## src/rtl/systolic_data_deskew_unit.sv

```systemverilog
// Return-path deskew: delays column i by (MATRIX_WIDTH-1-i) enabled cycles so a
// diagonally emitted result row leaves as one aligned word vector with its tag.
module systolic_data_deskew_unit #(
  parameter int MATRIX_WIDTH = 14,
  parameter int DATA_WIDTH   = 32,
  parameter int TAG_WIDTH    = 16
) (
  input  logic                               clk,
  input  logic                               rst,
  input  logic                               enable,
  input  logic                               valid_in,
  input  logic [TAG_WIDTH-1:0]               tag_in,
  input  logic [MATRIX_WIDTH*DATA_WIDTH-1:0] data_in,
  output logic [MATRIX_WIDTH*DATA_WIDTH-1:0] data_out,
  output logic [TAG_WIDTH-1:0]               tag_out,
  output logic                               valid_out,
  output logic                               busy
);

  localparam int VEC_WIDTH = MATRIX_WIDTH * DATA_WIDTH;

  logic [VEC_WIDTH-1:0] chain_data;
  logic                 chain_valid;
  logic [TAG_WIDTH-1:0] chain_tag;

  // Column i arrives i cycles late, so it needs the complementary delay.
  for (genvar i = 0; i < MATRIX_WIDTH; i++) begin : g_col
    localparam int DEPTH = MATRIX_WIDTH - 1 - i;
    if (DEPTH == 0) begin : g_direct
      assign chain_data[i*DATA_WIDTH +: DATA_WIDTH] = data_in[i*DATA_WIDTH +: DATA_WIDTH];
    end else begin : g_delay
      logic [DATA_WIDTH-1:0] stage [DEPTH];

      always_ff @(posedge clk) begin
        if (rst) begin
          for (int k = 0; k < DEPTH; k++) stage[k] <= '0;
        end else if (enable) begin
          stage[0] <= data_in[i*DATA_WIDTH +: DATA_WIDTH];
          for (int k = 1; k < DEPTH; k++) stage[k] <= stage[k-1];
        end
      end

      assign chain_data[i*DATA_WIDTH +: DATA_WIDTH] = stage[DEPTH-1];
    end
  end

  // Valid/tag ride alongside column 0, which has the longest delay.
  if (MATRIX_WIDTH == 1) begin : g_side_direct
    assign chain_valid = valid_in;
    assign chain_tag   = tag_in;
    assign busy        = 1'b0;
  end else begin : g_side_delay
    localparam int STAGES = MATRIX_WIDTH - 1;
    logic [STAGES-1:0]    valid_sr;
    logic [TAG_WIDTH-1:0] tag_sr [STAGES];

    always_ff @(posedge clk) begin
      if (rst) begin
        valid_sr <= '0;
        for (int k = 0; k < STAGES; k++) tag_sr[k] <= '0;
      end else if (enable) begin
        valid_sr[0] <= valid_in;
        tag_sr[0]   <= tag_in;
        for (int k = 1; k < STAGES; k++) begin
          valid_sr[k] <= valid_sr[k-1];
          tag_sr[k]   <= tag_sr[k-1];
        end
      end
    end

    assign chain_valid = valid_sr[STAGES-1];
    assign chain_tag   = tag_sr[STAGES-1];
    assign busy        = |valid_sr;
  end

  // A stalled edge drops the strobe so each row is reported only once.
  always_ff @(posedge clk) begin
    if (rst) begin
      data_out  <= '0;
      tag_out   <= '0;
      valid_out <= 1'b0;
    end else if (enable) begin
      data_out  <= chain_data;
      tag_out   <= chain_tag;
      valid_out <= chain_valid;
    end else begin
      valid_out <= 1'b0;
    end
  end

endmodule

```

## config.mk

```make
export PLATFORM = sky130hd
export DESIGN_NAME = systolic_data_deskew_unit
export DESIGN_NICKNAME = d
export VERILOG_FILES = /design/src/rtl/systolic_data_deskew_unit.sv
export SDC_FILE = /design/constraint.sdc
export NUM_CORES = 2
export LEC_CHECK = 0
export ABC_AREA = 1
export BUFFER_PORTS_ARGS = -buffer_cell sky130_fd_sc_hd__buf_2
export CAP_MARGIN = 5
export CELL_PAD_IN_SITES_DETAIL_PLACEMENT = 0
export CELL_PAD_IN_SITES_GLOBAL_PLACEMENT = 1
export CORE_MARGIN = 4
export CORE_UTILIZATION = 35
export CTS_CLUSTER_DIAMETER = 50
export DETAILED_ROUTE_END_ITERATION = 8
export GPL_ROUTABILITY_DRIVEN = 0
export HOLD_SLACK_MARGIN = 0.15
export PLACE_DENSITY_LB_ADDON = 0.1
export SYNTH_ARGS = -nofsm -noshare
export SYNTH_HDL_FRONTEND = slang
export SYNTH_SLANG_ARGS = --single-unit
```

## constraint.sdc

```tcl
create_clock -name clk -period 78.2 [get_ports clk]
set_clock_uncertainty 0.2 [all_clocks]
set_input_delay 11.73 -clock clk [delete_from_list [all_inputs] [get_ports clk]]
set_output_delay 11.73 -clock clk [all_outputs]
set_load 0.005 [all_outputs]
```

==> out/qor.csv <==
stage,metric,value,unit
timing,final worst-path cycle share,22.80,%
clocking,post-cts resize count,0,
synth,Post-synth top cells,"nor2_1, inv_1, edfxtp_1",
synth,Synth area leaders,"edfxtp_1, nor2_1, inv_1",
pwr,Clk pwr share,47.5,%
global_routing,GR Layer Usage met1,19.90,%
routing,1st-iter DRT viols,4569,
routing,Post-Route WL,287.5,mm
clocking,H-Tree Depth,5,
global_routing,GRT busiest layer,met2,
setup_path,Critical Path Start,rst,
setup_path,crit path launch type,primary input,
floorplanning,width of the die,631.1,um
floorplanning,chip height,631.1,um
layout,Finished Core Util,41.71,%
synth,sequential fraction of the synthesis area,76.00,%
clocking,hold buffer count at CTS,0,
setup_path,critical path class,primary input to flip-flop,
synth,Synth Register Bits,3598,
setup_path,CP Data Required Time,78.56,ns
status,status,"complete, no violations",
synth,largest area contributor in the netlist,edfxtp_1,
floorplanning,core area,386300,um2
synth,synthesized area,135900,um2
synth,asr flop ratio synth,0,%
pwr,Int Power,3.626,mW
global_routing,vias in the first global route,76390,
global_routing,largest net degree at the start of global routing,244,
routing,Detail Route Antenna Nets,0,
setup_path,Setup crit end kind,flip-flop,
timing,final hold vios,0,
clocking,Clk Tree Root Cell,clkbuf_16,
routing,DR WL/cell,15.63,um
timing,min cycle time layout,17.83,ns
floorplanning,Initial Utilization,35.18,%
global_routing,GRT Overall Usage,14.19,%
layout,"Cell Count, Final, Fillers Out",18400,
global_routing,first-pass GRT wire length,451.2,mm
clocking,CTS max path bufs,4,
global_routing,initial antenna violation count,49,
place,Post-DP HPWL,176.3,mm
synth,Syn Nets,12260,
synth,number of synthesized flops with an enable pin,3120,
pwr,Pwr per Cell Area,28.78,nW/um2
routing,First-pass DRT Iterations,5,
pwr,Sw Pwr,1.012,mW
global_routing,met3 usage,3.048,%
timing,Slew HR,10.33,%
routing,vias per cell,4.086,
synth,Mapped Cells,11790,
pwr,VDD IR max,19.86,uV
worst_hold_path,Hold Crit Class,flip-flop to flip-flop,
clocking,CTS tree,built,
layout,design area,161100,um2
timing,total negative slack,0,ns
layout,P&R area growth vs syn,18.58,%
place,PortBufs,933,
timing,fmax,56.08,MHz
setup_path,critical path arrival,18.19,ns
layout,Final #Nets,13250,
clocking,setup bufs post-CTS,0,
layout,layout cells sized above 1,13.63,%
worst_hold_path,hold wc startpoint,data_out[430],
synth,yosys warns,0,
pwr,sequential share of power,48.5,%
setup_path,"Max FO, Critical Path",178,
clocking,# clock sinks,3598,
floorplanning,I/O Pins,934,
timing,RSZ-0062 raised after global routing,false,
flow_run,Max-Cap Viols,0,
global_routing,GR Util met2,21.91,%
synth,post-synth top area share,68.95,%
clocking,CTS buffer count,476,
clocking,clk slew on worst S/H paths,0.06,ns
pwr,part of the power in combinational logic,4.0,%
clocking,clk_lat worst skew,0.97,ns
floorplanning,area of the die,398200,um2
timing,final setup vio count,0,
pwr,switch share,21.82,%
synth,Synth Flop Type,edfxtp_1,
place,area post-placement,144700,um2
timing,Worst Max-Slew Pin Slew,1.345,ns
synth,leading cell type by number of instances after synthesis,nor2_1,
place,Post-Place Cells,17480,
timing,max-slew violations,0,
setup_path,reg-to-reg startpoint,g_col[4].g_delay.stage[0][3],
global_routing,Congestion Overflow GR,0,
routing,DR vias,75160,
layout,# fillers,37350,
floorplanning,Site Rows,228,
routing,Residual DRC,0,
synth,synthesized area per cell,11.52,um2
pwr,Leak,69.59,nW
synth,post-synthesis cell type count,15,
-- logic make-up (layout without fill, tap and decap cells) --
| kind of cell | after synthesis | after routing | share of synthesized area, % |
|---|---|---|---|
| other | 0 | 19 | 0 |
| buffers and inverters | 3629 | 5040 | 10.95 |
| DFF | 3598 | 3598 | 76.00 |
| and+or+nand+nor | 4560 | 4560 | 13.05 |
| AOI/OAI and AO/OA | 3 | 3 | 0.01105 |
-- layout by cell type, fill, tap and decap left out --
| master | netlist | routed |
|---|---|---|
| clkinv_1 | 0 | 39 |
| buf_2 | 190 | 931 |
| clkinvlp_4 | 0 | 40 |
| edfxtp_1 | 3120 | 3120 |
| bufinv_16 | 0 | 57 |
| inv_1 | 3124 | 3123 |
| clkinv_2 | 0 | 83 |
| clkbuf_16 | 0 | 483 |
| nand2_1 | 955 | 955 |
| clkinv_8 | 0 | 3 |
| clkbuf_1 | 46 | 81 |
| clkinv_16 | 0 | 7 |
| o21ai_0 | 3 | 3 |
| nand2_8 | 0 | 1 |
| inv_6 | 0 | 27 |
| buf_8 | 0 | 2 |
| buf_12 | 0 | 11 |
| dfxtp_1 | 478 | 478 |
| inv_16 | 0 | 3 |
| clkbuf_8 | 0 | 38 |
| buf_4 | 218 | 71 |
| nor2_4 | 1 | 1 |
| nand3_1 | 475 | 475 |
| inv_8 | 0 | 7 |
| clkinv_4 | 0 | 34 |
| nor2_1 | 3128 | 3128 |
| diode_2 | 0 | 19 |
-- routing by layer --
metal | wire, um | up-vias
met5 | 13 | -
met4 | 9185 | 2
met3 | 14770 | 513
met2 | 128300 | 1335
met1 | 135300 | 35270
li1 | - | 38040
-- power by group through the flow --
| stage | sequential [mW] | combinational [mW] | clock [mW] |
|---|---|---|---|
| after floorplan | 2.49 | 0.121 | 0 |
| after global placement | 2.29 | 0.191 | 0 |
| after detailed placement | 2.29 | 0.192 | 0 |
| after CTS | 2.25 | 0.193 | 2.28 |
| after global routing | 2.26 | 0.215 | 2.36 |
| final | 2.25 | 0.185 | 2.20 |
-- worst max-delay path, cell delays in order --
cell and delay, ns:
buf_8 0.38, nor2_4 0.10, inv_8 0.55, buf_4 0.85
buf_12 0.75, buf_4 0.77, buf_4 0.79, buf_4 0.85
buf_12 0.68
-- registers in the layout (all words and copies together) (netlist names) --
register               flops
g_side_delay.valid_sr     13
valid_out                  1
g_col.g_delay.stage     2912
g_side_delay.tag_sr      208
data_out                 448
tag_out                   16
-- area by class of cell --
type	count	area, um2	share of cell area [%]
sequential	3598	103300	64.09
inverter	3125	11750	7.295
clock buffer	602	12910	8.015
clock inverter	298	3475	2.157
tap	5175	6475	4.019
antenna	19	47.55	0.02951
multi-input combinational	4563	17750	11.02
timing repair buffer	1015	5443	3.378
-- path summary, 6_finish.rpt --
check | to | slack (ns) | depth (start not counted)
min reg2reg | data_out[430] | 0.24 | 2
max | g_col[8].g_delay.stage[2][5] | 60.37 | 9
min | data_out[430] | 0.24 | 2
max reg2reg | g_col[4].g_delay.stage[1][3] | 77.11 | 2
-- per-stage QoR --
stage	setup slack [ns]	power, mW	hold WS, ns
floorplan	2.083	2.614	0.2283
global placement	59.46	2.480	0.2221
detailed placement	59.25	2.483	0.2265
CTS	60.33	4.721	0.2414
global route	59.84	4.841	0.2490
finish	60.37	4.638	0.2362
Note: power is estimated with default switching activity, not from simulation.
